--- src/rtl/fp_command_sequencer_pkg.sv ---
// Shared types for the front-panel command sequencer: FSM states, command
// bit positions in the pending vector, and the priority pick helper.
package fp_command_sequencer_pkg;

  typedef enum logic [2:0] {
    ST_IDLE      = 3'd0,
    ST_LOAD      = 3'd1,
    ST_MEM_WAIT  = 3'd2,
    ST_PC_INC    = 3'd3,
    ST_STEP_WAIT = 3'd4
  } state_e;

  localparam int unsigned NUM_CMDS    = 5;
  localparam int unsigned CMD_LOADPC  = 0;
  localparam int unsigned CMD_LOADAC  = 1;
  localparam int unsigned CMD_DEPOSIT = 2;
  localparam int unsigned CMD_EXAMINE = 3;
  localparam int unsigned CMD_STEP    = 4;

  typedef logic [NUM_CMDS-1:0] cmd_vec_t;

  // Lowest index wins, which gives loadpc > loadac > deposit > examine > step.
  function automatic cmd_vec_t lowest_set(input cmd_vec_t v);
    return v & (~v + cmd_vec_t'(1));
  endfunction

endpackage

--- src/rtl/fp_command_sequencer_req_pending.sv ---
// Pending-request register and fixed-priority grant for the panel commands.
module fp_req_pending
  import fp_command_sequencer_pkg::*;
(
  input  logic     clock,
  input  logic     resetN,
  input  cmd_vec_t req_i,
  input  logic     run_i,
  input  logic     grant_en_i,
  output cmd_vec_t pending_o,
  output logic     grant_o,
  output cmd_vec_t grant_vec_o
);

  cmd_vec_t pend_q, pend_d;

  always_comb begin
    grant_o     = 1'b0;
    grant_vec_o = '0;
    pend_d      = pend_q;
    if (grant_en_i && !run_i && (pend_q != '0)) begin
      grant_o     = 1'b1;
      grant_vec_o = lowest_set(pend_q);
    end
    // A new pulse re-arms its bit even in the cycle that bit is granted.
    if (run_i) pend_d = '0;
    else       pend_d = (pend_q & ~grant_vec_o) | req_i;
  end

  always_ff @(posedge clock or negedge resetN) begin
    if (!resetN) pend_q <= '0;
    else         pend_q <= pend_d;
  end

  assign pending_o = pend_q;

endmodule

--- src/rtl/fp_command_sequencer.sv ---
// PDP-8 front-panel command sequencer: turns panel pulses into PC/AC loads,
// memory deposit/examine cycles with PC auto-increment, and single steps.
module fp_command_sequencer
  import fp_command_sequencer_pkg::*;
#(
  parameter int unsigned TIMEOUT_CYCLES = 1024,
  parameter int unsigned W              = 12
) (
  input  logic         clock,
  input  logic         resetN,
  input  logic         loadpc_req_i,
  input  logic         loadac_req_i,
  input  logic         deposit_req_i,
  input  logic         examine_req_i,
  input  logic         step_req_i,
  input  logic [W-1:0] swreg_i,
  input  logic         run_i,
  input  logic         cpu_idle_i,
  input  logic [W-1:0] pc_in_i,
  output logic         pc_load_o,
  output logic [W-1:0] pc_value_o,
  output logic         ac_load_o,
  output logic [W-1:0] ac_value_o,
  output logic         mem_req_o,
  output logic         mem_we_o,
  output logic [W-1:0] mem_addr_o,
  output logic [W-1:0] mem_wdata_o,
  input  logic         mem_ack_i,
  input  logic [W-1:0] mem_rdata_i,
  output logic         step_go_o,
  input  logic         step_done_i,
  output logic [W-1:0] mb_reg_o,
  output logic         busy_o,
  output logic         error_o
);

  localparam int unsigned CW = $clog2(TIMEOUT_CYCLES + 1);
  localparam logic [CW-1:0] CNT_LAST = CW'(TIMEOUT_CYCLES - 1);

  state_e         state_q, state_d;
  cmd_vec_t       cmd_q, cmd_d;
  logic [W-1:0]   addr_q, addr_d;
  logic [W-1:0]   data_q, data_d;
  logic [W-1:0]   mb_q, mb_d;
  logic [CW-1:0]  cnt_q, cnt_d;
  logic           err_q, err_d;

  cmd_vec_t       req_vec, pending, grant_vec;
  logic           grant;
  logic           grant_en;

  assign req_vec  = {step_req_i, examine_req_i, deposit_req_i, loadac_req_i, loadpc_req_i};
  assign grant_en = (state_q == ST_IDLE) && cpu_idle_i;

  fp_req_pending u_pending (
    .clock       (clock),
    .resetN      (resetN),
    .req_i       (req_vec),
    .run_i       (run_i),
    .grant_en_i  (grant_en),
    .pending_o   (pending),
    .grant_o     (grant),
    .grant_vec_o (grant_vec)
  );

  always_comb begin
    state_d     = state_q;
    cmd_d       = cmd_q;
    addr_d      = addr_q;
    data_d      = data_q;
    mb_d        = mb_q;
    cnt_d       = cnt_q;
    err_d       = err_q;
    pc_load_o   = 1'b0;
    pc_value_o  = '0;
    ac_load_o   = 1'b0;
    ac_value_o  = '0;
    mem_req_o   = 1'b0;
    mem_we_o    = 1'b0;
    mem_addr_o  = '0;
    mem_wdata_o = '0;
    step_go_o   = 1'b0;

    unique case (state_q)
      ST_IDLE: begin
        if (grant) begin
          cmd_d  = grant_vec;
          addr_d = pc_in_i;
          data_d = swreg_i;
          cnt_d  = '0;
          err_d  = 1'b0;
          if (grant_vec[CMD_LOADPC] || grant_vec[CMD_LOADAC])       state_d = ST_LOAD;
          else if (grant_vec[CMD_DEPOSIT] || grant_vec[CMD_EXAMINE]) state_d = ST_MEM_WAIT;
          else                                                       state_d = ST_STEP_WAIT;
        end
      end
      ST_LOAD: begin
        pc_load_o  = cmd_q[CMD_LOADPC];
        pc_value_o = cmd_q[CMD_LOADPC] ? data_q : '0;
        ac_load_o  = cmd_q[CMD_LOADAC];
        ac_value_o = cmd_q[CMD_LOADAC] ? data_q : '0;
        state_d    = ST_IDLE;
      end
      ST_MEM_WAIT: begin
        // Address/data come from grant-time captures, so they hold steady.
        mem_req_o   = 1'b1;
        mem_we_o    = cmd_q[CMD_DEPOSIT];
        mem_addr_o  = addr_q;
        mem_wdata_o = cmd_q[CMD_DEPOSIT] ? data_q : '0;
        if (mem_ack_i) begin
          mb_d    = cmd_q[CMD_DEPOSIT] ? data_q : mem_rdata_i;
          state_d = ST_PC_INC;
        end else if (cnt_q == CNT_LAST) begin
          err_d   = 1'b1;
          state_d = ST_IDLE;
        end else begin
          cnt_d = cnt_q + CW'(1);
        end
      end
      ST_PC_INC: begin
        pc_load_o  = 1'b1;
        pc_value_o = addr_q + W'(1);
        state_d    = ST_IDLE;
      end
      ST_STEP_WAIT: begin
        step_go_o = (cnt_q == '0);
        if (step_done_i) begin
          state_d = ST_IDLE;
        end else if (cnt_q == CNT_LAST) begin
          err_d   = 1'b1;
          state_d = ST_IDLE;
        end else begin
          cnt_d = cnt_q + CW'(1);
        end
      end
      default: state_d = ST_IDLE;
    endcase
  end

  always_ff @(posedge clock or negedge resetN) begin
    if (!resetN) begin
      state_q <= ST_IDLE;
      cmd_q   <= '0;
      addr_q  <= '0;
      data_q  <= '0;
      mb_q    <= '0;
      cnt_q   <= '0;
      err_q   <= 1'b0;
    end else begin
      state_q <= state_d;
      cmd_q   <= cmd_d;
      addr_q  <= addr_d;
      data_q  <= data_d;
      mb_q    <= mb_d;
      cnt_q   <= cnt_d;
      err_q   <= err_d;
    end
  end

  assign mb_reg_o = mb_q;
  assign error_o  = err_q;
  assign busy_o   = (state_q != ST_IDLE) || (pending != '0);

endmodule

--- config.mk ---
export PLATFORM = sky130hd
export DESIGN_NAME = fp_command_sequencer
export DESIGN_NICKNAME = d
export VERILOG_FILES = /design/src/rtl/fp_command_sequencer_pkg.sv /design/src/rtl/fp_command_sequencer_req_pending.sv /design/src/rtl/fp_command_sequencer.sv
export SDC_FILE = /design/constraint.sdc
export NUM_CORES = 1
export LEC_CHECK = 0
export CAP_MARGIN = 20
export CORE_MARGIN = 3
export CORE_UTILIZATION = 46
export CTS_BUF_LIST = sky130_fd_sc_hd__clkbuf_4
export DETAILED_ROUTE_END_ITERATION = 8
export GPL_TIMING_DRIVEN = 0
export PLACE_DENSITY = 0.8
export SLEW_MARGIN = 20
export SYNTH_ARGS = -nofsm -noshare
export SYNTH_HDL_FRONTEND = slang
export SYNTH_HIERARCHICAL = 1
export SYNTH_SLANG_ARGS = --single-unit
--- constraint.sdc ---
create_clock -name clock -period 8.55 [get_ports clock]
set_clock_uncertainty 0.1 [all_clocks]
set_input_delay 2.1375 -clock clock [delete_from_list [all_inputs] [get_ports clock]]
set_output_delay 2.1375 -clock clock [all_outputs]
set_load 0.01 [all_outputs]
# Word-level counts from Yosys, hierarchy flattened

Index checks and enable logic that the tools add are counted.

Flip-flop bits (word level): 59
Output and inout bits: 67
Bits of input ports: 47
Logic and storage cells: 72

Equality and inequality tests: 8
Muxes and demuxes: 33
Reductions and logical operators: 15
Bitwise operators: 5
Add/sub/neg operators: 3

Operator list:

| kind                                                                     | number |
|---|---|
| 12-bit two-way mux                                                       | 7 |
| 11-bit two-way mux                                                       | 4 |
| 11-bit case mux with 3 select lines                                      | 1 |
| 12-bit case mux with 2 select lines                                      | 1 |
| 3-bit two-way mux                                                        | 6 |
| 12-bit by 1-bit adder with 12-bit output (second input constant)         | 1 |
| 11-bit by 1-bit adder with 11-bit output (second input constant)         | 1 |
| 11-bit by 10-bit equality test with 1-bit output (second input constant) | 1 |
| 11-bit zero test                                                         | 1 |
| 5-bit AND                                                                | 2 |
| 5-bit two-way mux                                                        | 2 |
| 5-bit NOT                                                                | 2 |
| 1-bit two-way mux                                                        | 9 |
| 3-bit case mux with 3 select lines                                       | 1 |
| 3-bit by 2-bit equality test with 1-bit output (second input constant)   | 2 |
| 2-bit inequality test (second input constant)                            | 3 |
| 3-bit nonzero test                                                       | 2 |
| 5-bit by 1-bit adder with 5-bit output (second input constant)           | 1 |
| 5-bit bitwise OR                                                         | 1 |
| 5-bit nonzero test                                                       | 1 |
| 2-bit AND reduction                                                      | 2 |
| 4-bit AND reduction                                                      | 1 |
| 3-bit by 1-bit equality test with 1-bit output (second input constant)   | 1 |
| 3-bit equality test (second input constant)                              | 1 |
| 6 further kinds                                                          | 10 |

# Logic depth before layout (Yosys ltp)

Gate-level depths: netlist of the first run.

Word-level depth: 10
Gate-level depth with buffers: 10

# Cells and area by module

The synthesis of the first run kept the hierarchy.

Modules (own cells, without submodules):

| module               | sequential area each (sq um) | area an instance (sq um) | cells each | times used |
|---|---|---|---|---|
| fp_command_sequencer | 1,351.3                      | 3,173.0                  | 380        | 1 |
| fp_req_pending       | 125.1                        | 269.0                    | 30         | 1 |

# Worst setup path before layout of the first run

No wires, ideal clock.

Kind: input to register
From: input port cpu_idle_i
To: register cnt_q[7]
Path buffers: 0
Data required time: 8.324 ns
Path slack: 4.605 ns
Stages: 7
Arrival time: 3.719 ns
Path through: and2_1 -> inv_1 -> a211oi_1 -> nor2b_1 -> o311ai_2 -> or2_2 -> a221o_1

Word-level cells in the longest chain between the ends: 6

Ends and longest elaborated chain:

| item                            | line                                   | text |
|---|---|---|
| start, declared                 | fp_command_sequencer.sv:18             | `input logic cpu_idle_i,` |
| 1-bit logical AND               | fp_command_sequencer.sv:53             | `assign grant_en = (state_q == ST_IDLE) && cpu_idle_i;` |
| 1-bit logical AND (2 in series) | fp_command_sequencer_req_pending.sv:21 | `if (grant_en_i && !run_i && (pend_q != '0)) begin` |
| 1-bit two-way mux               | fp_command_sequencer_req_pending.sv:21 |  |
| named net grant                 | fp_command_sequencer.sv:49             | `logic grant;` |
| 2-bit inequality test (no line) | -                                      |  |
| 4-bit AND reduction (no line)   | -                                      |  |
| end signal, assigned            | fp_command_sequencer.sv:155            | `cnt_q <= cnt_d;` |
| end, declared                   | fp_command_sequencer.sv:45             | `logic [CW-1:0] cnt_q, cnt_d;` |

The timed path passes the listed nets, and every way through them passes these cells.
A chain may end at the register's enable or synchronous reset.

# Final worst setup path of the first run

From: register state_q[2]
To: output port mem_wdata_o[9]

Word-level cells in the longest chain between the ends: 2

Ends and longest elaborated chain:

| item                                           | line                        | text |
|---|---|---|
| start, declared                                | fp_command_sequencer.sv:40  | `state_e state_q, state_d;` |
| start signal, assigned                         | fp_command_sequencer.sv:150 | `state_q <= state_d;` |
| 3-bit by 2-bit equality test with 1-bit output | fp_command_sequencer.sv:84  | `unique case (state_q)` |
| 12-bit two-way mux                             | fp_command_sequencer.sv:84  |  |
| end, declared                                  | fp_command_sequencer.sv:27  | `output logic [W-1:0] mem_wdata_o,` |

Every way passes these cells.

==> metrics.md, run 1 <==
| Metric | Value |
|---|---|
| Peak Freq | 0.1984 GHz |
| CTS buffer count | 9 |
| Global-route wire length before repair | 16610 um |
| Std cell rows | 30 |
| Post-route non-filler standard cell count | approximately 630 |
| Setup crit start | state_q[2] |
| Clk sinks | 59 |
| DIE HEIGHT | between 90 and 100 um |
| Mean Syn Cell Area | 8.400 um^2 |
| Vias per std cell | 5.336 |
| Mapped Area | 3436 um^2 |
| Die area | roughly 8500 um^2 |
| Final Routed Wirelength | 10100 um |
| CTS clock-pin slew for the worst setup and hold paths | around 0.12 ns |
| PD cells | roughly 220 nW/um^2 |
| Max Slew Vio Count | 0 |
| Clock root cell | clkbuf_4 |
| Post-route ant nets | 0 |
| WP data required | 6.31 ns |
| # DRC | 0 |
| WS Path Type | reg2out |
| Pin count of the biggest net entering global routing | 42 |
| Final period util | 0.5894 |
| Max-slew headroom | 0.6126 |
| RSZ-0062 raised after global routing | no |
| TritonCTS clock tree | built |
| Via count | 3383 |
| Worst-skew pair later-pin latency | 0.40 ns |
| Final #Nets | 583 |
| CP Launch Type | flip-flop |
| Syn Inst Count | 409 |
| Number of global-route vias before repair | 3314 |
| Setup bufs post-CTS | 0 |
| Top fanout value on the critical path | 10 |
| # diodes | 0 |
| Hold Fails Final Rpt | 0 |
| Initial Util | 0.4895 |
| Worst path arrival time | between 2 and 3 ns |
| Final setup viols | 0 |
| Synth warn | 6 |
| Core area | 7019 um^2 |
| Setup TNS | 0 ns |
| Outcome | complete, no violations |
| Slew at the pin with the worst max-slew slack | 0.5777 ns |
| Pleak | 0.002066 uW |
| Maximum VDD drop | 0.1364 mV |
| Final hold slack | 0.3960 ns |
| Max_cap viols | 0 |
| H-tree lvl count | 3 |
| Clock Tree Buf Depth | 2 |
| Total track usage | 0.2415 |
| DRT Pass-1 Iters | 5 |
| Fin crit period | about 5.0 ns |
| Reg2reg start | state_q[1] |
| Worst slack, placed | 3.801 ns |
| Share of cells above drive strength 1 | 0.05948 |
| HPWL Detailed | 7608 um |
| CP Capture Type | primary output |
| IO Count | 114 |
| Post-CTS Resized | 0 |
| CTS Hold Bufs | 0 |
| Initial antenna violation count | 0 |
| GPL Wtd Cong | 0.8326 |
| Die X | 92.43 um |
| Syn Nets | 459 |
| Initial DRC Count | 142 |
| Total power | ~1100 uW |
| Hold WC Path Type | reg2reg |
| Port Buffers | 112 |
| Placed cells | 618 |
| Area delta synth->final | 41.44% |
| Grt total ovfl | 0 |
| Min-Delay Startpoint | cmd_q[1] |
| WL/cell | 15.94 um |
| Final setup margin | ~3.5 ns |
-- sequential cells by signal, summed over array words and instances (netlist names) --
name                 cells
cnt_q                   11
state_q                  3
mb_reg_o                12
cmd_q                    3
data_q                  12
u_pending/pending_o      5
addr_q                  12
error_o                  1
-- worst max-delay path, stage by stage, from the launching register on --
cell and delay (ns):
dfrtp_1 0.41, buf_4 0.18, nor3b_1 0.23, clkbuf_1 0.40, clkbuf_1 0.43, and3_1 0.22, clkdlybuf4s50_1 0.54
-- report_power, final --
part	internal, uW	switching [uW]
sequential	370	108
combinational	175	183
clock	122	113
-- layer usage --
layer | GRT usage | routed length (um) | vias up
met2 | 0.3897 | 4903 | 110
li1 | - | - | 1658
met1 | 0.3240 | 4512 | 1603
met3 | 0.03737 | 501 | 12
met4 | 0.09777 | 186 | 0
met5 | 0 | 0 | -
-- metrics by stage --
stage / cell area (um^2) / util
floorplan: 3436 / -
global placement: 4677 / 0.6663
detailed placement: 4695 / 0.6688
CTS: 4860 / 0.6923
global route: 4860 / 0.6923
finish: 4860 / 0.6923
-- path summary, 6_finish.rpt --
kind | end | slack (ns) | cells past startpoint
setup / recovery | mem_wdata_o[9] | 3.51 | 6
hold / removal | cmd_q[1] | 0.40 | 2
setup reg to reg | addr_q[11] | 5.07 | 9
max in group asynchronous | cnt_q[6] | 6.34 | 2
min in group asynchronous | state_q[2] | 1.49 | 1
hold reg to reg | cmd_q[1] | 0.40 | 2
-- placed cells by master (no fill, tap or decap), types with 11 or more instances in the layout --
cell / n
a21oi_1: 24
clkbuf_1: 15
and2_1: 29
nand2_1: 101
o31ai_1: 11
and3_1: 17
mux2i_1: 12
o21ai_0: 19
nor2_1: 24
clkdlybuf4s50_1: 111
dfrtp_1: 59
-- final cells by class --
cell class / instances / area [um^2]
fillers: 591 / 2160
multi-input cells: 318 / 1829
flip-flops and latches: 59 / 1476
repair buffers: 113 / 1139
well taps: 96 / 120.1
plain buffers: 22 / 92.59
clock inverters: 6 / 90.09
clock buffers: 10 / 75.07
inverters: 10 / 37.54
Note: power is estimated with default switching activity, not from simulation.
==> inputs of run 2 (changes only) <==
--- a/config.mk
+++ b/config.mk
@@ -7,11 +7,11 @@
 export LEC_CHECK = 0
 export CAP_MARGIN = 20
 export CORE_MARGIN = 3
-export CORE_UTILIZATION = 46
+export CORE_UTILIZATION = 43
 export CTS_BUF_LIST = sky130_fd_sc_hd__clkbuf_4
 export DETAILED_ROUTE_END_ITERATION = 8
 export GPL_TIMING_DRIVEN = 0
-export PLACE_DENSITY = 0.8
+export PLACE_DENSITY = 0.79
 export SLEW_MARGIN = 20
 export SYNTH_ARGS = -nofsm -noshare
 export SYNTH_HDL_FRONTEND = slang
==> constraint.sdc (replaced) <==
create_clock -name clock -period 4.2 [get_ports clock]
set_clock_uncertainty 0.1 [all_clocks]
set_input_delay 1.05 -clock clock [delete_from_list [all_inputs] [get_ports clock]]
set_output_delay 1.05 -clock clock [all_outputs]
set_load 0.01 [all_outputs]
==> metrics.md, run 2 (synthesized netlist as in run 1, its figures left out) <==
| Metric | Value |
|---|---|
| Outcome | complete, no violations |
| CTS buffer count | 9 (unchanged) |
| Worst path arrival time | 2.77 ns (-0.03 ns) |
| Port Buffers | 112 (unchanged) |
| Slew at the pin with the worst max-slew slack | 0.6032 ns (+0.02551 ns) |
| Die area | 9099 um^2 (+6.5%) |
| Vias per std cell | 5.430 (+1.8%) |
| Initial Util | 0.4590 (-0.03052) |
| Clock Tree Buf Depth | 2 (unchanged) |
| Final setup viols | 0 (unchanged) |
| H-tree lvl count | 3 (unchanged) |
| Most frequent cells in the layout | clkdlybuf4s50_1, nand2_1, dfrtp_1 |
| Clk sinks | 59 (unchanged) |
| CP Capture Type | primary output |
| Max-slew headroom | 0.5972 (-0.01533) |
| Worst slack, placed | 0.5670 ns (-3.234 ns) |
| TritonCTS clock tree | built |
| Maximum VDD drop | 0.2227 mV (+63%) |
| WP data required | 3.05 ns (-3.26 ns) |
| Share of cells above drive strength 1 | 0.05762 (-0.001859) |
| Final #Nets | 583 (unchanged) |
| Post-route ant nets | 0 (unchanged) |
| # diodes | 0 (unchanged) |
| DRT Pass-1 Iters | 4 (-1) |
| Final Routed Wirelength | 10060 um (-0.40%) |
| Worst-skew pair later-pin latency | 0.40 ns (about the same) |
| Crit-path max cell delay | 0.54 ns (about the same) |
| Most common cell after layout, fill and taps aside | clkdlybuf4s50_1 |
| Final setup margin | 0.2763 ns (-3.234 ns) |
| Initial DRC Count | 199 (+40%) |
| Final period util | 0.9342 |
| WL/cell | 15.80 um (-0.87%) |
| HPWL Detailed | 7675 um (+0.88%) |
| Max Slew Vio Count | 0 (unchanged) |
| IO Count | 114 (unchanged) |
| Std cell rows | 31 (+3.3%) |
| Post-CTS Resized | 0 (unchanged) |
| Top fanout value on the critical path | 10 (unchanged) |
| Total track usage | 0.2291 (-0.01239) |
| Cells along the critical path | buf_4, nand2b_1, nor3b_1, clkbuf_1, and2_1, clkdlybuf4s50_1 |
| Hold Fails Final Rpt | 0 (unchanged) |
| Pleak | 0.002077 uW (+0.54%) |
| Area delta synth->final | 41.95% |
| Hold WC Path Type | reg2reg |
| DIE HEIGHT | 95.39 um (+3.2%) |
| WS Path Type | reg2out |
| Core area | 7486 um^2 (+6.6%) |
| GPL Wtd Cong | 0.8709 (+4.6%) |
| Max_cap viols | 0 (unchanged) |
| Clock root cell | clkbuf_4 |
| CTS clock-pin slew for the worst setup and hold paths | 0.10 ns (-0.02 ns) |
| CTS Hold Bufs | 0 (unchanged) |
| Global-route wire length before repair | 16310 um (-1.8%) |
| CP Launch Type | flip-flop |
| Final hold slack | 0.3910 ns (-0.004926 ns) |
| Peak Freq | 0.2549 GHz |
| Fin crit period | 3.924 ns |
| PD cells | 454.7 nW/um^2 (+110%) |
| Number of global-route vias before repair | 3316 (+0.060%) |
| Setup TNS | 0 ns (unchanged) |
| Setup bufs post-CTS | 0 (unchanged) |
| Critical Path Slowest Stage Cell | clkdlybuf4s50_1 |
| # DRC | 0 (unchanged) |
| Via count | 3459 (+2.2%) |
| Initial antenna violation count | 0 (unchanged) |
| Grt total ovfl | 0 (unchanged) |
| Pin count of the biggest net entering global routing | 40 (-4.8%) |
| RSZ-0062 raised after global routing | no |
| Die X | 95.39 um (+3.2%) |
-- run 2: cell type report --
cell class,instances,area [um^2]
plain buffers,22,92.59
clock buffers,10,75.07
clock inverters,6,103.9
fillers,641,2609
inverters,10,37.54
multi-input cells,318,1829
flip-flops and latches,59,1476
well taps,99,123.9
repair buffers,113,1139
-- run 2: path summary, 6_finish.rpt --
path	start	to	slack (ns)	depth (start not counted)
setup / recovery	state_q[2]	ac_value_o[2]	0.28	6
min in group asynchronous	resetN	addr_q[5]	0.41	1
max in group asynchronous	resetN	state_q[1]	3.09	2
setup reg to reg	state_q[1]	cmd_q[0]	0.84	9
hold reg to reg	cmd_q[1]	cmd_q[1]	0.39	2
hold / removal	cmd_q[1]	cmd_q[1]	0.39	2
-- run 2: metrics by stage --
stage            util  instance area [um^2]  instances  total power, uW
6_report       0.6515                  4877        637             2218
2_1_floorplan       -                  3436        409             1352
3_3_place_gp   0.6253                  4681        620             1667
5_1_grt        0.6515                  4877        637             2381
4_1_cts        0.6515                  4877        637             2227
3_5_place_dp   0.6276                  4698        621             1708
-- run 2: worst max-delay path, delay by kind of cell (launching register included) --
family        cells  cell delay (ns)
buf+inv           3             1.05
simple gates      3             0.91
flops             1             0.40
-- run 2: power by group --
part           switching (uW)  internal, uW  total (uW)  leakage [uW]
Clock                     211           304         516     0.0000978
Combinational             371           357         728       0.00121
Sequential                220           754         974      0.000767
-- run 2: routing by layer --
layer / share of wire / GRT usage
met3: 0.051 / 0.03394
met1: 0.44 / 0.3107
met4: 0.026 / 0.09597
met5: 0 / 0
met2: 0.48 / 0.3662
